$ cat src/rtl/seq_detection_param.sv
// Runtime-programmable serial pattern detector with overlap select,
// registered match pulse and saturating match counter.
module seq_detection_param #(
  parameter int               PAT_W       = 8,
  parameter int               CNT_W       = 8,
  parameter logic [PAT_W-1:0] DEF_PAT     = PAT_W'(8'b0000_1011),
  parameter int               DEF_LEN     = 4,
  parameter bit               DEF_OVERLAP = 1'b1
) (
  input  logic                         clk,
  input  logic                         rst,
  input  logic                         cfg_load,
  input  logic [PAT_W-1:0]             cfg_pattern,
  input  logic [$clog2(PAT_W+1)-1:0]   cfg_len,
  input  logic                         cfg_overlap,
  input  logic                         data_valid,
  input  logic                         data,
  input  logic                         cnt_clr,
  output logic                         result,
  output logic [CNT_W-1:0]             match_cnt
);

  localparam int LW = $clog2(PAT_W+1);

  logic [PAT_W-1:0] hist_q, hist_d, hist_sh;
  logic [PAT_W-1:0] pat_q, pat_d, mask;
  logic [LW-1:0]    fill_q, fill_d;
  logic [LW-1:0]    len_q, len_d, len_clamp;
  logic             ovl_q, ovl_d;
  logic             result_q, result_d;
  logic [CNT_W-1:0] cnt_q, cnt_d;
  logic [LW:0]      fill_inc;
  logic             match;

  always_comb begin
    len_clamp = cfg_len;
    if (cfg_len == '0)
      len_clamp = LW'(1);
    else if (cfg_len > LW'(PAT_W))
      len_clamp = LW'(PAT_W);
  end

  // Only the low len bits of history/pattern take part in a compare.
  always_comb begin
    mask = '0;
    for (int i = 0; i < PAT_W; i++)
      mask[i] = ((LW+1)'(i) < {1'b0, len_q});
  end

  always_comb begin
    hist_d   = hist_q;
    fill_d   = fill_q;
    pat_d    = pat_q;
    len_d    = len_q;
    ovl_d    = ovl_q;
    match    = 1'b0;
    fill_inc = {1'b0, fill_q} + (LW+1)'(1);
    hist_sh  = {hist_q[PAT_W-2:0], data};
    if (cfg_load) begin
      pat_d  = cfg_pattern;
      len_d  = len_clamp;
      ovl_d  = cfg_overlap;
      hist_d = '0;
      fill_d = '0;
    end else if (data_valid) begin
      match  = (fill_inc >= {1'b0, len_q}) &&
               (((hist_sh ^ pat_q) & mask) == '0);
      hist_d = hist_sh;
      if (match && !ovl_q)
        fill_d = '0;
      else if (fill_inc > {1'b0, len_q})
        fill_d = len_q;
      else
        fill_d = fill_inc[LW-1:0];
    end
    result_d = match;
  end

  always_comb begin
    cnt_d = cnt_q;
    if (match) begin
      if (cnt_clr)
        cnt_d = CNT_W'(1);
      else if (cnt_q != {CNT_W{1'b1}})
        cnt_d = cnt_q + CNT_W'(1);
    end else if (cnt_clr) begin
      cnt_d = '0;
    end
  end

  always_ff @(posedge clk) begin
    if (rst) begin
      hist_q   <= '0;
      fill_q   <= '0;
      pat_q    <= DEF_PAT;
      len_q    <= LW'(DEF_LEN);
      ovl_q    <= DEF_OVERLAP;
      result_q <= 1'b0;
      cnt_q    <= '0;
    end else begin
      hist_q   <= hist_d;
      fill_q   <= fill_d;
      pat_q    <= pat_d;
      len_q    <= len_d;
      ovl_q    <= ovl_d;
      result_q <= result_d;
      cnt_q    <= cnt_d;
    end
  end

  assign result    = result_q;
  assign match_cnt = cnt_q;

endmodule
$ cat config.mk
export PLATFORM = sky130hd
export DESIGN_NAME = seq_detection_param
export DESIGN_NICKNAME = d
export VERILOG_FILES = /design/src/rtl/seq_detection_param.sv
export SDC_FILE = /design/constraint.sdc
export NUM_CORES = 1
export LEC_CHECK = 0
export BUFFER_PORTS_ARGS = -buffer_cell sky130_fd_sc_hd__clkbuf_2
export CAP_MARGIN = 20
export CORE_MARGIN = 2
export CORE_UTILIZATION = 50
export DETAILED_ROUTE_END_ITERATION = 10
export GPL_TIMING_DRIVEN = 0
export HOLD_SLACK_MARGIN = 0.03
export PLACE_DENSITY = 0.72
export SLEW_MARGIN = 20
export SYNTH_ARGS = -nofsm -noshare
export SYNTH_HDL_FRONTEND = slang
export SYNTH_SLANG_ARGS = --single-unit
export TNS_END_PERCENT = 50
$ cat constraint.sdc
create_clock -name clk -period 3.1 [get_ports clk]
set_input_delay 0.62 -clock clk [delete_from_list [all_inputs] [get_ports clk]]
set_output_delay 0.62 -clock clk [all_outputs]
set_load 0.05 [all_outputs]
==> summary.md <==
The remaining global-route overflow is 0. The power density over the cells is 425 nW/um^2, and the slack of the worst reg-to-reg path is 680 ps. The number of violations reported at the end of detailed-routing iteration 0 came out at 58. The kind of critical path was flip-flop to flip-flop.

Pin placement for this block handled 28 I/O pins. The tools report the tightest slew margin relative to the limit as 55.0%. The clock tree synthesis step divided the H-tree into 2 levels. The proportion of layout cells with a drive suffix above 1 is 19.5%. The tools report the deepest clock path buffer count as 2.

For the worst setup path, the data arrival time is 2690 ps. Input and output buffers added on the ports amount to 26. CTS placed an instance of clkbuf_4 at the clock tree root.

The congestion estimate from routability-driven global placement came to 0.833. The average size of a mapped cell was 8.75 um^2; the leakage component of the power was 0.000849 uW. The setup slack after layout came out at 679 ps. By area the synthesized netlist is led by dfxtp_1 38%, mux2i_1 12%, nor2_1 5.0%. In this run, synthesis inferred 0 flip-flops with an integrated enable. Across the run, the number of max-cap violations was 0. For hold timing, the worst endpoint is match_cnt[1]. The global-route total usage across every layer was 20.2%. The number of detailed-route iterations in the first pass is 4. The run gives 38 as the unique cell type count in the Yosys netlist. The worst hold slack across all endpoints is 485 ps, and the post-CTS resize count is 0.

The final hold violation count is 0, and the peak supply drop is 0.265 mV. The synthesized netlist occupies a cell area of 1720 um^2. The die boundary height is 62.7 um, and the post-placement worst setup slack is 725 ps. The register area share after synthesis was 38.3%. From synthesis to final layout, the design area changed by 14.9%. Setup repair after global routing left no endpoint under its margin.

Setup violations remaining at the end of the flow were counted as 0. Reg-to-reg endpoint: fill_q[0]. The largest driver fanout on the critical path was 6.

The total of flip-flops plus latches after synthesis came out at 33. The final critical path takes up 78.1% of the cycle. The half-perimeter wire length after placement was 2.66 mm; the wire length of the first global-routing pass was 6.34 mm. The number of nets in the synthesized netlist is 222. STA classifies the critical path endpoint as a flip-flop.

After detailed routing, the average wire length per cell comes to 12.9 um. dfxtp_1 takes more of the synthesized area than any other cell. The number of global-route vias before repair came out at 1404. The placed instances occupy a cell area of 1910 um^2.

During synthesis, Yosys emitted a total of 0 warnings. For the area of the placeable core, the log shows 3340 um^2. For the worst-skew pair, the clock arrives at the later sink with an insertion delay of 340 ps.

Of all flip-flops after synthesis, the portion carrying an async set or reset was 0%. Routed via count divided by cell count: 5.28. The tools report the via total after detailed routing as 1463.

For the post-CTS setup buffer count, the log shows 0. Cells fill 59.4% of the core in the end. In this run the most critical hold path is launched from match_cnt[1].

The final instance area was 1980 um^2; the count of hold buffers inserted by post-cts repair was 0. Counting instances, the worst hold path has a depth of 2. The repair_antennas step left the layout with diodes totalling 0. The worst hold path belongs to the class flip-flop to flip-flop.

The flow ran to the end, and the final reports show no timing, DRC or antenna violations. The cell count of the worst reg-to-reg path was 9. For the number of buffers inserted during clock tree synthesis, the log shows 5.

Counting every sink on the clock net gives 33. Count of final max-slew check failures: 0. Derived from the worst setup path, the maximum achievable clock frequency is 0.413 GHz. Fill cells in the final layout number 316. The x dimension of the die was 62.7 um.

In this run the critical register-to-register path is launched from fill_q[0]. For this configuration, the core starts out at a cell density of 51.7%. The residual DRC count came out at 0. The initial antenna violation count was 0; the shortest clock period the worst path allows after layout was 2420 ps.

For the pin with the worst max-slew slack, the measured transition is 675 ps. The tools report the placement row count as 21. At the worst endpoint, the required time is 3370 ps. The most frequently used flop master after synthesis was dfxtp_1.

The tools report the cell count after synthesis as 197. The run gives 0 ps as the final total negative setup slack. STA classifies the critical path startpoint as a flip-flop.

The routed wire length was 3.56 mm. The top-area cell type share of the netlist area is 38.3%, and the worst clock skew on the final layout is 9.03 ps. TritonCTS built the clock tree. The die covers 3930 um^2.

The final layout contains 255 nets. Clock-pin slew was measured on the worst setup and hold paths at 110 ps. The antenna violation net count after detailed routing came out at 0. Entering global routing, the biggest net connects 11 pins.
-- through the flow --
| step | total power (uW) | instances |
|---|---|---|
| CTS | 846 | 277 |
| floorplan | 537 | 197 |
| detailed placement | 569 | 269 |
| finish | 842 | 277 |
| global route | 881 | 277 |
| global placement | 568 | 269 |
-- where the power goes --
part	total (uW)	internal (uW)	switching (uW)
clock network	282	131	150
logic	111	50.7	60.5
registers	449	436	12.5
total	842	618	223
-- cell usage in the layout, fill, tap and decap left out, types with 2 or more instances in the layout --
cell / n
mux2i_1: 21
nand3_1: 8
a2bb2oi_1: 2
clkbuf_4: 5
a31o_1: 3
and2_1: 3
o211ai_1: 3
inv_1: 15
nor2b_1: 2
nor3_1: 4
ha_1: 6
nor2_1: 23
a21oi_1: 8
clkbuf_2: 26
a211oi_1: 2
o21ai_0: 8
and3_1: 2
o22ai_1: 2
buf_6: 2
nand2_1: 13
clkbuf_1: 3
clkbuf_8: 2
dfxtp_1: 33
nand4_1: 7
buf_1: 2
a211oi_2: 2
xnor2_1: 9
-- flip-flops by register name (all words and copies together) (netlist names) --
name and count:
result 1, pat_q 8, match_cnt 8, ovl_q 1, fill_q 4, len_q 4, hist_q 7
-- cell families after synthesis --
| group | synth area share [%] |
|---|---|
| XOR/XNOR | 5.08 |
| flip-flops | 38.3 |
| buffers and inverters | 5.95 |
| AND/OR/NAND/NOR | 20.0 |
| AO/OA/AOI/OAI | 14.1 |
| multiplexers | 12.2 |
| adder cells (fa/ha/maj) | 4.35 |
-- cell usage after synthesis, drive strengths merged (5+ instances only) --
cell type,number
nor2,23
ha,6
o21ai,9
nand3,8
nand2,14
mux2i,21
dfxtp,33
xnor2,9
a21oi,8
nand4,7
inv,15
buf,5
-- worst max-delay path by stage --
stage               from           end  slack [ps]  cells past startpoint
6_report       fill_q[0]     fill_q[0]         680                      9
5_1_grt        fill_q[0]     fill_q[0]         430                      9
4_1_cts        fill_q[0]     fill_q[0]         680                      9
3_5_place_dp   fill_q[0]     fill_q[0]         720                      9
3_3_place_gp   fill_q[0]  match_cnt[0]         720                     10
2_1_floorplan  fill_q[0]     fill_q[0]         950                      9
-- layout make-up --
| cell class | count | area, um^2 | area share (%) |
|---|---|---|---|
| clock inverter | 1 | 5.00 | 0.253 |
| sequential | 33 | 661 | 33.3 |
| inverter | 15 | 56.3 | 2.84 |
| tap | 46 | 57.6 | 2.90 |
| buffer | 8 | 46.3 | 2.34 |
| multi-input combinational | 141 | 961 | 48.5 |
| clock buffer | 7 | 65.1 | 3.28 |
| timing repair buffer | 26 | 130 | 6.57 |
-- worst max-delay path, cell delays in order, from the launching register on --
cell	delay, ps
dfxtp_1	460
nand3_1	120
xnor2_1	180
ha_1	330
nand3_1	110
o21ai_0	180
a2bb2oi_1	470
mux2i_1	240
o211ai_1	100
a21oi_1	160
-- per-layer routing --
metal	up-vias	part of all wire, %	GRT usage [%]
met1	672	48	26.5
met2	31	45	33.2
met5	-	0	0
met4	0	0.95	5.00
met3	5	5.6	5.05
li1	755	-	-
Power figures use the tool's default switching activity.
